**config.mk**
```make
export PLATFORM = sky130hd
export DESIGN_NAME = axi_memory_master_write_burst
export DESIGN_NICKNAME = d
export VERILOG_FILES = /design/src/rtl/axi_memory_master_write_burst.sv
export SDC_FILE = /design/constraint.sdc
export NUM_CORES = 1
export LEC_CHECK = 0
export ABC_AREA = 1
export ABC_CLOCK_PERIOD_IN_PS = 3300
export CAP_MARGIN = 20
export CORE_MARGIN = 4
export CORE_UTILIZATION = 39
export CTS_CLUSTER_DIAMETER = 30
export DETAILED_ROUTE_END_ITERATION = 6
export GPL_TIMING_DRIVEN = 0
export PLACE_DENSITY = 0.76
export SLEW_MARGIN = 40
export SYNTH_ARGS = -nofsm -noshare
export SYNTH_HDL_FRONTEND = slang
export SYNTH_SLANG_ARGS = --single-unit
```
**constraint.sdc**
```tcl
create_clock -name clk -period 3.3 [get_ports clk]
set_input_delay 0.495 -clock clk [delete_from_list [all_inputs] [get_ports clk]]
set_output_delay 0.495 -clock clk [all_outputs]
set_load 0.005 [all_outputs]
```
**src/rtl/axi_memory_master_write_burst.sv**
```systemverilog
// AXI4 write-burst master: one AW request, len W beats through a one-entry
// registered output stage, then one B response. Single clock, async reset.
module axi_memory_master_write_burst #(
  parameter int ADDR_WIDTH = 32,
  parameter int DATA_WIDTH = 32
) (
  input  logic                    clk,
  input  logic                    rst,
  // command
  input  logic                    start_write,
  input  logic [ADDR_WIDTH-1:0]   write_addr,
  input  logic [31:0]             write_len,
  input  logic [2:0]              write_size,
  input  logic [1:0]              write_burst,
  // upstream data
  input  logic [DATA_WIDTH-1:0]   wdata_in,
  input  logic                    wdata_in_valid,
  output logic                    wdata_in_ready,
  // AW channel
  output logic [3:0]              awid,
  output logic [ADDR_WIDTH-1:0]   awaddr,
  output logic [7:0]              awlen,
  output logic [2:0]              awsize,
  output logic [1:0]              awburst,
  output logic                    awvalid,
  input  logic                    awready,
  // W channel
  output logic [DATA_WIDTH-1:0]   wdata,
  output logic [DATA_WIDTH/8-1:0] wstrb,
  output logic                    wlast,
  output logic                    wvalid,
  input  logic                    wready,
  // B channel
  input  logic [1:0]              bresp,
  input  logic                    bvalid,
  output logic                    bready,
  // status
  output logic                    busy,
  output logic                    write_done,
  output logic                    write_error
);

  localparam int STRB_W = DATA_WIDTH / 8;

  typedef enum logic [1:0] {
    IDLE = 2'd0,
    ADDR = 2'd1,
    DATA = 2'd2,
    RESP = 2'd3
  } state_t;

  state_t                  r_state;
  logic [ADDR_WIDTH-1:0]   r_awaddr;
  logic [7:0]              r_awlen;
  logic [2:0]              r_awsize;
  logic [1:0]              r_awburst;
  logic                    r_awvalid;
  logic [DATA_WIDTH-1:0]   r_wdata;
  logic                    r_wlast;
  logic                    r_wvalid;
  logic                    r_write_done;
  logic                    r_write_error;
  logic [8:0]              r_len;     // 1..256
  logic [8:0]              r_loaded;  // beats pulled from upstream so far

  logic w_len_ok;
  logic w_in_ready;
  logic w_load;
  logic w_accept;

  assign w_len_ok   = (write_len != 32'd0) && (write_len <= 32'd256);
  // Output stage can take a new beat when empty or being drained this cycle.
  assign w_in_ready = (r_state == DATA) && (r_loaded < r_len) && (!r_wvalid || wready);
  assign w_load     = w_in_ready && wdata_in_valid;
  assign w_accept   = r_wvalid && wready;

  always_ff @(posedge clk or posedge rst) begin
    if (rst) begin
      r_state       <= IDLE;
      r_awaddr      <= '0;
      r_awlen       <= '0;
      r_awsize      <= '0;
      r_awburst     <= '0;
      r_awvalid     <= 1'b0;
      r_wdata       <= '0;
      r_wlast       <= 1'b0;
      r_wvalid      <= 1'b0;
      r_write_done  <= 1'b0;
      r_write_error <= 1'b0;
      r_len         <= '0;
      r_loaded      <= '0;
    end else begin
      r_write_done  <= 1'b0;
      r_write_error <= 1'b0;
      case (r_state)
        IDLE: begin
          if (start_write) begin
            if (w_len_ok) begin
              r_awaddr  <= write_addr;
              r_awlen   <= 8'(write_len - 32'd1);
              r_awsize  <= write_size;
              r_awburst <= write_burst;
              r_len     <= write_len[8:0];
              r_loaded  <= '0;
              r_awvalid <= 1'b1;
              r_state   <= ADDR;
            end else begin
              r_write_error <= 1'b1;
            end
          end
        end
        ADDR: begin
          if (r_awvalid && awready) begin
            r_awvalid <= 1'b0;
            r_state   <= DATA;
          end
        end
        DATA: begin
          if (w_load) begin
            r_wdata  <= wdata_in;
            r_wvalid <= 1'b1;
            r_wlast  <= (r_loaded == r_len - 9'd1);
            r_loaded <= r_loaded + 9'd1;
          end else if (w_accept) begin
            r_wvalid <= 1'b0;
            r_wlast  <= 1'b0;
          end
          // No load can coincide with the last accept: loaded == len by then.
          if (w_accept && r_wlast) begin
            r_state <= RESP;
          end
        end
        RESP: begin
          if (bvalid) begin
            r_write_done  <= 1'b1;
            r_write_error <= (bresp != 2'b00);
            r_state       <= IDLE;
          end
        end
        default: r_state <= IDLE;
      endcase
    end
  end

  assign wdata_in_ready = w_in_ready;
  assign awid           = '0;
  assign awaddr         = r_awaddr;
  assign awlen          = r_awlen;
  assign awsize         = r_awsize;
  assign awburst        = r_awburst;
  assign awvalid        = r_awvalid;
  assign wdata          = r_wdata;
  assign wstrb          = {STRB_W{r_wvalid}};
  assign wlast          = r_wlast;
  assign wvalid         = r_wvalid;
  assign bready         = (r_state == RESP);
  assign busy           = (r_state != IDLE);
  assign write_done     = r_write_done;
  assign write_error    = r_write_error;

endmodule
```
---- Word level (Yosys, flattened, before mapping) ----
Cells that the tools add are included.
cells by class
  $add $sub $neg .......................... 3
  $lt $le $gt $ge ......................... 2
  equal/unequal tests ..................... 10
  mux-type cells .......................... 23
  reduce and logical (&&, ||, !) cells .... 22
operators by type and width
  cell                 number
  $le 32x9->1 const B  1
  $reduce_bool 32->1   1
  $mux 9               3
  $pmux 9 s2           1
  $mux 1               11
  $mux 2               5
  $ne 2x2->1 const B   5
  $reduce_bool 2->1    5
  $add 9x1->9 const B  1
  $eq 9x9->1           1
  $lt 9x9->1           1
  $sub 9x1->9 const B  1
  $pmux 2 s4           1
  $reduce_and 4->1     2
  $sub 8x1->8 const B  1
  $logic_and 1x1->1    7
  $reduce_and 5->1     1
  $eq 2x2->1 const B   2
  $pmux 1 s2           2
  $reduce_and 2->1     2
  $reduce_and 3->1     1
  $eq 2x1->1 const B   1
  $logic_not 2->1      1
  $ne 2x1->1 const B   1
  other kinds (2)      2
storage, ports and cells
  bits in registers ....................... 102
  bits of input ports ..................... 110
  output and inout bits ................... 93
  word-level logic and storage cells ...... 73

---- Depth between registers and ports, before layout ----
  depth after elaboration ................. 6
  gate-level depth with buffers ........... 14
  mapped depth without buffers ............ 14

---- Worst setup path before layout ----
No wires, ideal clock.
  path type ............................... input port to flip-flop
  from .................................... input write_len[0]
  to ...................................... register r_awlen[2], in the netlist awlen[2]
  arrival ................................. 1.748 ns
  data required time ...................... 3.178 ns
  path slack .............................. 1.430 ns
  cell stages on the path ................. 14
  buffers on the path ..................... 1
  cells stage by stage .................... inv_1 > ha_1 > nand3_1 > nor2_1 > nand2_1 > nand2_1 > nand2_1 > nor2_2 > nand2_2 > nor2_8 > inv_4 > buf_6 > nand2_2 > o21ai_2
on the way
  word-level cells in the longest chain between the ends .. 3
  elaborated cells between the ends (all ways) .. 5
RTL lines
  element                                                   line  text
  start, declared                                           12    input logic [31:0] write_len,
  $le 32x9->1 / $reduce_bool 32->1 (equally long branches)  71    assign w_len_ok = (write_len != 32'd0) && (write_len <= 32'd256);
  $logic_and 1x1->1                                         71
  $reduce_and 3->1 (no line)                                --
  end signal, assigned                                      100   r_awlen <= 8'(write_len - 32'd1);
  end, declared                                             54    logic [7:0] r_awlen;
Parallel ways exist; a longest one is shown, timed or not.
A chain may end at the register's enable or synchronous reset.

---- Worst setup path in the final report ----
  from .................................... register r_loaded[6]
  to ...................................... output wdata_in_ready
on the way
  word-level cells in the longest chain between the ends .. 3
RTL lines
  element                          line  text
  start, declared                  64    logic [8:0] r_loaded;
  start signal, assigned           123   r_loaded <= r_loaded + 9'd1;
  $lt 9x9->1                       73    assign w_in_ready = (r_state == DATA) && (r_loaded < r_len) && (!r_wvalid || wready);
  $logic_and 1x1->1 (2 in series)  73
  end, declared                    18    output logic wdata_in_ready,
No other way between the ends.

==> impl_metrics.csv <==
group,metric,value,unit
finish,nets,962,
hold_path,min_from,"awaddr[24]",
placement,routabilityCongestion,0.851,
clocking,cts.clk_slew.worst_paths,70,ps
clocking,postCtsSetupBuffers,0,
grt,antenna_found_initial,0,
clocking,cts_tree,"yes",
floorplan,die_h,122,um
critical_path,r2r_slack,1030,ps
drt,viasPerCell,4.54,
pwr,leakagePower,3.82,nW
run_status,status,"complete, no violations",
floorplan,row_count,41,
floorplan,die_area,14800,um2
synth,yosysSeqAreaShare,0.507,
critical_path,cp-start-kind,"register",
grt,gr-usage-all-layers,0.183,
pwr,ir_drop,171,uV
sta,rsz0062_at_grt,"false",
drt,detail_route.wl_per_cell,13.3,um
sta,postLayoutSetupSlackWorst,466,ps
placement,dp.cells,996,
synth,syn_inst,622,
floorplan,die_w,122,um
finish,layout.cells.non_filler,1011,
critical_path,worstPathMaxFanout,7,
hold_path,worstHoldEndpoint,"awaddr[24]",
critical_path,path_class,"reg -> out",
finish,diodes,0,
placement,port_buffers,198,
synth,synthFlopType,"dfrtp_1",
pwr,powerDensity,331,nW/um2
synth,netlist_area,5030,um2
finish,areaGrowthSynthToFinish,50.4,%
hold_path,min_path_type,"reg -> reg",
critical_path,worstReg2RegStart,"r_loaded[6]",
placement,dp_hpwl,10.4,mm
clocking,htreeDepth,3,
grt,grt_pass1_vias,4366,
synth,async_flop_share,1.00,
floorplan,initial_core_util,0.399,
floorplan,coreArea,12600,um2
synth,synthDistinctLibCells,32,
critical_path,cp.required,2800,ps
finish,drive_gt1_frac,0.0751,
grt,grt_pass1_wl,21.5,mm
sta,finClkSkew,6.88,ps
placement,dp_slack,599,ps
hold_path,hold_path_depth,2,
clocking,numCtsBuffers,9,
drt,drtIter0Drc,208,
floorplan,io_pins,203,
drt,drt-pass1-iter-count,6,
synth,yosysWarnings,0,
critical_path,cp.arrival,2340,ps
clocking,clkLatencyLatePin,340,ps
synth,synth_edf_count,0,
critical_path,worstRegToRegCells,11,
clocking,cts_resized,0,
synth,syn_area_per_cell,8.09,um2
sta,min_period_over_period,0.859,
drt,drt_wl_total,13.4,mm
sta,finalSetupViolations,0,
sta,fin_crit,2830,ps
critical_path,reg2reg_to,"r_loaded[3]",
clocking,root_buffer,"clkbuf_16",
drt,ant_nets,0,
critical_path,critPathCaptureType,"output pin",
sta,clock.fmax,353,MHz
clocking,cts_buffer_depth,2,
sta,slew_viol_final,0,
grt,grt_max_degree,53,
sta,hold_viol,0,
flow_run,drv_cap,0,
clocking,clock_sinks,102,
drt,via_count,4585,
clocking,hold_buffers,0,
synth,synth-seq-cells,102,
drt,drc,0,
finish,final_common_cell,"nand2_1",
grt,grt_remaining_overflow,0,
finish,layout_common_cells,"nand2_1 (300), clkdlybuf4s50_1 (198), dfrtp_1 (102)",
## area by class of cell
class	count	area (um2)
Buffer	26	190
Clock buffer	12	246
Clock inverter	3	43.8
Fill cell	1131	5050
Inverter	45	179
Multi-Input combinational cell	452	2130
Sequential cell	102	2550
Tap cell	172	215
Timing Repair Buffer	199	2010
## worst max-delay path, stage by stage (launching register included)
cell and delay (ps):
dfrtp_1 480, ha_1 340, nand2_1 70, nand2_1 40, a21oi_1 130, nand3_1 110
nor2_1 170, nand2_1 100, inv_1 60, clkdlybuf4s50_1 490
## kinds of logic after synthesis
group                    count (synthesis)  synth area share
AND/OR/NAND/NOR                        386             0.311
flip-flops                             102             0.507
buffers and inverters                   71            0.0719
AO/OA/AOI/OAI                           31            0.0368
adder cells (fa/ha/maj)                 17            0.0423
XOR/XNOR                                14            0.0298
other                                    1          0.000745
## routing by layer
| layer | vias to the layer above | wire length (um) | global-route usage |
|---|---|---|---|
| met4 | 0 | 114 | 0.0420 |
| li1 | 2336 | - | - |
| met5 | - | 0 | 0 |
| met2 | 141 | 6460 | 0.303 |
| met3 | 12 | 1020 | 0.0474 |
| met1 | 2096 | 5850 | 0.242 |
## registers in the layout, summed over array words and instances (netlist names)
signal and flops:
awaddr 32, awburst 2, awlen 8, awsize 3, awvalid 1, r_len 9
r_loaded 9, r_state 2, wdata 32, wlast 1, write_done 1, write_error 1
wvalid 1
## metrics by stage
| step | util | power (mW) | hold slack (ps) | TNS (ps) | cell area (um2) |
|---|---|---|---|---|---|
| after CTS | 0.599 | 2.54 | 474 | 0 | 7560 |
| after global routing | 0.599 | 2.60 | 494 | 0 | 7560 |
| final | 0.599 | 2.50 | 469 | 0 | 7560 |
| after global placement | 0.574 | 1.46 | 452 | -157870 | 7240 |
| after detailed placement | 0.576 | 1.47 | 457 | 0 | 7270 |
| after floorplan | - | 1.32 | 465 | 0 | 5040 |
## power breakdown
part | leakage [nW] | internal [mW] | switching [mW]
clock network | 0.143 | 0.607 | 0.451
registers | 1.38 | 1.25 | 0.000184
logic | 2.30 | 0.128 | 0.0638
## how the worst max path moves through the flow
stage	start	endpoint	slack, ps	cells after the start
floorplan	rst	awaddr[0]	130	1
global placement	rst	r_len[7]	-1550	2
detailed placement	write_len[0]	awlen[3]	600	15
CTS	r_loaded[7]	wdata_in_ready	460	9
global route	r_len[4]	wdata_in_ready	310	12
finish	r_loaded[6]	wdata_in_ready	470	9
## cell usage after synthesis, types with 4 or more instances
cell / count / area (um2)
nand3_1: 31 / 155
dfrtp_1: 102 / 2550
ha_1: 17 / 213
buf_2: 5 / 25.0
xnor2_1: 4 / 35.0
buf_4: 13 / 97.6
o21ai_2: 7 / 61.3
nand2_2: 8 / 50.1
o21ai_0: 14 / 70.1
nand2_1: 300 / 1130
xor2_1: 8 / 70.1
nor2_1: 31 / 116
inv_2: 4 / 15.0
inv_1: 39 / 146
a21oi_1: 9 / 45.0
buf_6: 5 / 56.3
Power figures use the tool's default switching activity.
